**src/rtl/aer_output_decoder_if.sv**
```systemverilog
// AER address-event link between the SNN core (requester) and the output decoder.
// 4-phase REQ/ACK; ADDR is held stable while REQ is high.
interface aer_output_decoder_if #(
    parameter int ADDR_BITS = 8
);
    logic [ADDR_BITS-1:0] addr;
    logic                 req;
    logic                 ack;

    modport master (
        output addr,
        output req,
        input  ack
    );

    modport slave (
        input  addr,
        input  req,
        output ack
    );
endinterface

```
**src/rtl/aer_output_decoder.sv**
```systemverilog
// AER receiver at the network output: ACKs every event and counts spikes per class.
// The first class to reach SPIKE_THRESHOLD wins; a RUN timeout ends with NO_WINNER.
module aer_output_decoder #(
    parameter int N_CLASSES       = 10,
    parameter int ADDR_BITS       = 8,
    parameter int CLASS_BASE      = 0,
    parameter int SPIKE_THRESHOLD = 1,
    parameter int CNT_BITS        = 8,
    parameter int TIMEOUT_CYCLES  = 50000,
    localparam int CLS_BITS = (N_CLASSES > 1) ? $clog2(N_CLASSES) : 1
) (
    input  logic                i_clk,
    input  logic                i_rst,
    input  logic                i_start,
    aer_output_decoder_if.slave aer,
    output logic [CLS_BITS-1:0] o_class_out,
    output logic                o_done,
    output logic                o_no_winner,
    output logic [CNT_BITS-1:0] o_event_cnt
);

    localparam int TMR_BITS = $clog2(TIMEOUT_CYCLES + 1);
    localparam logic [ADDR_BITS:0] ADDR_LO =
        (ADDR_BITS+1)'(CLASS_BASE);
    localparam logic [ADDR_BITS:0] ADDR_HI =
        (ADDR_BITS+1)'(CLASS_BASE + N_CLASSES);
    localparam logic [CNT_BITS-1:0] THR = CNT_BITS'(SPIKE_THRESHOLD);
    localparam logic [TMR_BITS-1:0] TMR_LAST =
        TMR_BITS'(TIMEOUT_CYCLES - 1);

    typedef enum logic {
        HS_IDLE,
        HS_ACK
    } hs_state_t;

    typedef enum logic [1:0] {
        IDLE,
        RUN,
        FIN
    } inf_state_t;

    logic                 r_req_s1;
    logic                 r_req_s2;
    hs_state_t            r_hs_state;
    hs_state_t            w_hs_next;
    logic                 r_ack;
    logic                 w_ack_next;
    logic                 r_ev_valid;
    logic                 w_capture;
    logic [ADDR_BITS-1:0] r_addr_q;

    inf_state_t           r_state;
    inf_state_t           w_state_next;
    logic [CNT_BITS-1:0]  r_cnt [N_CLASSES];
    logic [CNT_BITS-1:0]  r_event_cnt;
    logic [TMR_BITS-1:0]  r_timer;
    logic [CLS_BITS-1:0]  r_class;
    logic                 r_done;
    logic                 r_no_winner;

    logic                 w_in_range;
    logic [CLS_BITS-1:0]  w_cls;
    logic [CNT_BITS-1:0]  w_cnt_sel;
    logic [CNT_BITS-1:0]  w_cnt_inc;
    logic                 w_hit;
    logic                 w_win;
    logic                 w_tmo;

    // REQ is asynchronous to the clock; only r_req_s2 is used downstream
    always_ff @(posedge i_clk or posedge i_rst) begin
        if (i_rst) begin
            r_req_s1 <= 1'b0;
            r_req_s2 <= 1'b0;
        end else begin
            r_req_s1 <= aer.req;
            r_req_s2 <= r_req_s1;
        end
    end

    always_comb begin
        w_hs_next  = r_hs_state;
        w_ack_next = r_ack;
        w_capture  = 1'b0;
        unique case (r_hs_state)
            HS_IDLE: begin
                if (r_req_s2) begin
                    w_hs_next  = HS_ACK;
                    w_ack_next = 1'b1;
                    w_capture  = 1'b1;
                end
            end
            HS_ACK: begin
                if (!r_req_s2) begin
                    w_hs_next  = HS_IDLE;
                    w_ack_next = 1'b0;
                end
            end
            default: begin
                w_hs_next  = HS_IDLE;
                w_ack_next = 1'b0;
            end
        endcase
    end

    always_ff @(posedge i_clk or posedge i_rst) begin
        if (i_rst) begin
            r_hs_state <= HS_IDLE;
            r_ack      <= 1'b0;
            r_ev_valid <= 1'b0;
            r_addr_q   <= '0;
        end else begin
            r_hs_state <= w_hs_next;
            r_ack      <= w_ack_next;
            r_ev_valid <= w_capture;
            if (w_capture) begin
                r_addr_q <= aer.addr;
            end
        end
    end

    // One extra address bit keeps the upper bound from wrapping
    assign w_in_range = ({1'b0, r_addr_q} >= ADDR_LO) &&
                        ({1'b0, r_addr_q} <  ADDR_HI);
    assign w_cls      = CLS_BITS'(r_addr_q - ADDR_BITS'(CLASS_BASE));
    assign w_cnt_sel  = w_in_range ? r_cnt[w_cls] : '0;
    assign w_cnt_inc  = (w_cnt_sel == '1) ? w_cnt_sel
                                          : w_cnt_sel + 1'b1;
    assign w_hit      = (r_state == RUN) && r_ev_valid && w_in_range;
    assign w_win      = w_hit && (w_cnt_inc == THR);
    assign w_tmo      = (r_state == RUN) && (r_timer == TMR_LAST);

    always_comb begin
        w_state_next = r_state;
        if (i_start) begin
            w_state_next = RUN;
        end else begin
            unique case (r_state)
                IDLE:    w_state_next = IDLE;
                RUN:     if (w_win || w_tmo) w_state_next = FIN;
                FIN:     w_state_next = FIN;
                default: w_state_next = IDLE;
            endcase
        end
    end

    always_ff @(posedge i_clk or posedge i_rst) begin
        if (i_rst) begin
            r_state <= IDLE;
        end else begin
            r_state <= w_state_next;
        end
    end

    always_ff @(posedge i_clk or posedge i_rst) begin
        if (i_rst) begin
            for (int i = 0; i < N_CLASSES; i++) r_cnt[i] <= '0;
            r_event_cnt <= '0;
            r_timer     <= '0;
            r_class     <= '0;
            r_done      <= 1'b0;
            r_no_winner <= 1'b0;
        end else if (i_start) begin
            for (int i = 0; i < N_CLASSES; i++) r_cnt[i] <= '0;
            r_event_cnt <= '0;
            r_timer     <= '0;
            r_class     <= '0;
            r_done      <= 1'b0;
            r_no_winner <= 1'b0;
        end else if (r_state == RUN) begin
            r_timer <= r_timer + 1'b1;
            if (w_hit) begin
                r_cnt[w_cls] <= w_cnt_inc;
                if (r_event_cnt != '1) begin
                    r_event_cnt <= r_event_cnt + 1'b1;
                end
            end
            if (w_win) begin
                r_class <= w_cls;
                r_done  <= 1'b1;
            end else if (w_tmo) begin
                r_class     <= '0;
                r_done      <= 1'b1;
                r_no_winner <= 1'b1;
            end
        end
    end

    assign aer.ack     = r_ack;
    assign o_class_out = r_class;
    assign o_done      = r_done;
    assign o_no_winner = r_no_winner;
    assign o_event_cnt = r_event_cnt;

endmodule

```
**src/flat_wrapper.sv**
```systemverilog
// flat-port wrapper written by rule: the top's interface ports become plain ports
module aer_output_decoder_flat 
#(
    parameter int N_CLASSES       = 10,
    parameter int ADDR_BITS       = 8,
    parameter int CLASS_BASE      = 0,
    parameter int SPIKE_THRESHOLD = 1,
    parameter int CNT_BITS        = 8,
    parameter int TIMEOUT_CYCLES  = 50000,
    localparam int CLS_BITS = (N_CLASSES > 1) ? $clog2(N_CLASSES) : 1
)
  (i_clk, i_rst, i_start, o_class_out, o_done, o_no_winner, o_event_cnt, aer_addr, aer_req, aer_ack);
  aer_output_decoder_if #(.ADDR_BITS(ADDR_BITS)) aer_i ();
  input  logic i_clk;
  input  logic i_rst;
  input  logic i_start;
  output logic [CLS_BITS-1:0] o_class_out;
  output logic o_done;
  output logic o_no_winner;
  output logic [CNT_BITS-1:0] o_event_cnt;
  input wire logic [$bits(aer_i.addr)-1:0] aer_addr;
  input wire logic [$bits(aer_i.req)-1:0] aer_req;
  output wire logic [$bits(aer_i.ack)-1:0] aer_ack;
  assign aer_i.addr = aer_addr;
  assign aer_i.req = aer_req;
  assign aer_ack = aer_i.ack;
  aer_output_decoder #(.N_CLASSES(N_CLASSES), .ADDR_BITS(ADDR_BITS), .CLASS_BASE(CLASS_BASE), .SPIKE_THRESHOLD(SPIKE_THRESHOLD), .CNT_BITS(CNT_BITS), .TIMEOUT_CYCLES(TIMEOUT_CYCLES)) u_core (.i_clk(i_clk), .i_rst(i_rst), .i_start(i_start), .aer(aer_i), .o_class_out(o_class_out), .o_done(o_done), .o_no_winner(o_no_winner), .o_event_cnt(o_event_cnt));
endmodule
```
**config.mk**
```make
export PLATFORM = sky130hd
export DESIGN_NAME = aer_output_decoder_flat
export DESIGN_NICKNAME = d
export VERILOG_FILES = /design/src/rtl/aer_output_decoder_if.sv /design/src/rtl/aer_output_decoder.sv /design/src/flat_wrapper.sv
export SDC_FILE = /design/constraint.sdc
export NUM_CORES = 1
export LEC_CHECK = 0
export BUFFER_PORTS_ARGS = -buffer_cell sky130_fd_sc_hd__buf_2
export CAP_MARGIN = 30
export CORE_AREA = 2 2 122 124
export DETAILED_ROUTE_END_ITERATION = 12
export DIE_AREA = 0 0 124 126
export SLEW_MARGIN = 15
export SYNTH_ARGS = -nofsm -noshare
export SYNTH_HDL_FRONTEND = slang
export SYNTH_SLANG_ARGS = --single-unit
export TNS_END_PERCENT = 100
```
**constraint.sdc**
```tcl
create_clock -name i_clk -period 4 [get_ports i_clk]
set_input_delay 0.6 -clock i_clk [delete_from_list [all_inputs] [get_ports i_clk]]
set_output_delay 0.6 -clock i_clk [all_outputs]
set_load 0.03 [all_outputs]
```
==> results.yml <==
pwr:
  pwr-share-comb_pct: 10.8
  p_seq_share_pct: 42.6
  power.density_mw_per_mm2: 432.2
  pwr-share-clk_pct: 46.5
  vdd_drop_max_uv: 330.5
  power_switching_share_pct: 26.59
  p_sw_uw: 833.8
  internal-power_uw: 2302
  p_leak_uw: 0.003277
  finalPower_uw: 3136
worst_setup_path:
  crit_required_ps: 4330
  cp_common_cell: "inv_1"
  slowest_stage: "or4_1"
  start_kind: "flop"
  crit_arrival_ps: 4030
  crit_type: "reg -> reg"
  slowest_delay_ps: 520
  path_cells: "buf_4 -> or2_1 -> o21ai_1 -> o211ai_1 -> inv_1 -> ha_1 -> inv_1 -> or3_1 -> o22ai_2 -> nand3_1 -> mux2i_1 -> or4_1 -> a211o_1 -> a211oi_2"
  crit_family: "simple AND/OR/NAND/NOR gates"
  path_buf_inv: 3
  reg2reg_slack_ps: 310
  path_max_fanout: 19
  worst_r2r_path_depth: 14
  worstReg2RegStart: "u_core.r_addr_q[2]"
  cp-end-kind: "flop"
  r2r_end: "u_core.r_state[1]"
cts:
  clk_latency_ps: 430
  clock-sinks: 125
  postCtsSetupBuffers: 0
  clk_path_buf_depth: 2
  numCtsBuffers: 17
  h-tree-depth: 4
  holdBufCountCts: 0
  cts-root-buf: "clkbuf_16"
  tritoncts: "built"
  clkTransAtPathRegs_ps: 60
  cts.repair.resized: 0
routing:
  vias: 4818
  wl_per_cell_um: 19.55
  drc: 0
  first_pass_iters: 5
  drt.antenna.violating_nets: 0
  routed_wl_um: 16230
  via_per_inst: 5.805
  drtIter0Drc: 382
status:
  status: "completed"
timing:
  slew_headroom_pct: 41.10
  skew_ps: 16.07
  setup_viol: 0
  finalCritPeriodShare_pct: 92.37
  slew_viol_final: 0
  hold_viol_final: 0
  setup_tns_ps: 0
  period_needed_ps: 3695
  tightest_slew_ps: 877.2
  max_freq_ghz: 0.2707
  rsz0062_at_grt: "false"
grt:
  grt_max_degree: 64
  grtUsageTotal_pct: 22.57
  gr-total-overflow: 0
  antenna_found_initial: 0
  grt_pass1_vias: 4868
  grt_pass1_wl_um: 26500
layout:
  drive_gt1_share_pct: 17.18
  fillers: 1325
  finalNetCount: 650
  n_antenna_cell: 0
  final_cell_mix: "dfrtp_1, nand2_1, nor2_1, mux2i_1, a21oi_1"
  syn_to_final_growth_pct: 15.61
  final_common_cell: "dfrtp_1"
logic_synthesis:
  synth_warnings: 0
  syn_area_per_cell_um2: 10.42
  ys_seq_area_share_pct: 49.85
  synth_top_family_by_area: "simple AND/OR/NAND/NOR gates"
  synth_edf_count: 0
  synth_nets: 619
  muxShareOfSynthArea_pct: 14.28
  synth-xor-area-share_pct: 3.071
  synth-seq-cells: 125
  synth-simple-area-share_pct: 16.23
  synth_compound_area_share_pct: 12.34
  synthCells: 602
  synthAdderAreaFrac_pct: 0.9970
  synthArstFlopShare_pct: 100.0
  syn_area_mm2: 0.006275
  synth_ff_type: "dfrtp_1"
  synth_cell_types: 55
placement:
  place_hpwl_um: 11020
  place.gp.congestion: 0.8916
  portBuffers: 26
hold_path:
  min_path_type: "in -> async"
floorplan:
  pin_count: 27
  die_w_um: 124
  core_mm2: 0.01431
  die_h_um: 126
  initial_core_util_pct: 43.84
  dieArea_mm2: 0.01562
  rows: 44
flow_run:
  max_cap_violations: 0
[sequential cells by signal, summed over array words and instances, names as in the netlist, 2 cells and up]
| register | flops |
|---|---|
| u_core.r_cnt | 80 |
| u_core.r_addr_q | 8 |
| u_core.r_state | 2 |
| u_core.o_class_out | 4 |
| u_core.o_event_cnt | 8 |
| u_core.r_timer | 16 |
[cell type report]
class	count	area [um2]	share of cell area, %
inverter	9	36.28	0.5002
clock inverter	12	113.9	1.570
timing repair buffer	50	342.8	4.726
clock buffer	20	446.7	6.157
sequential	125	3129	43.14
tap	184	230.2	3.174
multi-input combinational	430	2955	40.74
[power by group through the flow]
| stage | sequential, uW | clock [uW] | combinational [uW] |
|---|---|---|---|
| 2_1_floorplan | 1340 | 0 | 256 |
| 3_3_place_gp | 1360 | 0 | 327 |
| 3_5_place_dp | 1360 | 0 | 339 |
| 4_1_cts | 1340 | 1500 | 342 |
| 5_1_grt | 1340 | 1550 | 375 |
| 6_report | 1340 | 1460 | 340 |
[cells by family after synthesis]
family / count (synthesis)
adders and majority gates: 5
buffers and inverters: 47
xor gates and xnor gates: 22
DFF: 125
and+or+nand+nor: 218
AOI/OAI and AO/OA: 110
muxes: 75
[metrics by stage]
step	worst slack, ps	cells	cell area, um2	hold WS (ps)	utilization (%)
4_1_cts	196.5	830	7242	104.8	50.59
3_5_place_dp	224.1	798	6681	341.1	46.68
6_report	305.4	830	7254	112.7	50.68
2_1_floorplan	72.42	602	6275	331.2	-
3_3_place_gp	221.1	797	6654	336.8	46.49
5_1_grt	5.467	830	7254	119.2	50.68
[per-layer routing]
layer	vias to the layer above	global-route usage [%]	share of wire [%]
li1	2224	-	-
met1	2433	32.22	47
met2	135	32.74	46
met3	26	6.024	4.9
met4	0	8.989	2.0
met5	-	0	0
[worst max-delay path by stage]
stage                  startpoint                 to  slack (ps)  cells past startpoint
2_1_floorplan               i_rst     u_core.aer.ack          70                      1
3_3_place_gp   u_core.r_addr_q[1]  u_core.r_state[0]         220                     10
3_5_place_dp   u_core.r_addr_q[1]  u_core.r_state[0]         220                     10
4_1_cts        u_core.r_addr_q[1]  u_core.r_state[0]         200                     10
5_1_grt        u_core.r_addr_q[2]  u_core.r_state[1]           5                     14
6_report       u_core.r_addr_q[2]  u_core.r_state[1]         310                     14
[cells in the mapped netlist, drive strengths merged (2+ instances only)]
library cell | number | area share [%]
a211oi | 6 | 0.80
a21boi | 2 | 0.24
a21oi | 35 | 2.8
a22o | 33 | 4.6
a31oi | 3 | 0.30
and2 | 5 | 0.50
and3 | 10 | 1.0
and4 | 2 | 0.28
buf | 17 | 1.4
clkbuf | 21 | 1.3
dfrtp | 125 | 50
ha | 5 | 1.0
inv | 9 | 0.54
mux2 | 16 | 2.9
mux2i | 49 | 7.8
mux4 | 10 | 3.6
nand2 | 67 | 4.0
nand2b | 6 | 0.60
nand3 | 24 | 1.9
nand3b | 3 | 0.36
nand4 | 9 | 0.90
nor2 | 65 | 3.9
nor2b | 3 | 0.30
nor3 | 7 | 0.56
nor3b | 2 | 0.24
nor4 | 3 | 0.40
o211ai | 4 | 0.48
o21a | 2 | 0.24
o21ai | 9 | 0.72
o22ai | 4 | 0.40
o311ai | 2 | 0.28
or2 | 3 | 0.30
or3 | 5 | 0.50
or4 | 3 | 0.36
xnor2 | 8 | 1.1
xor2 | 14 | 2.0
Note: power is estimated with default switching activity, not from simulation.
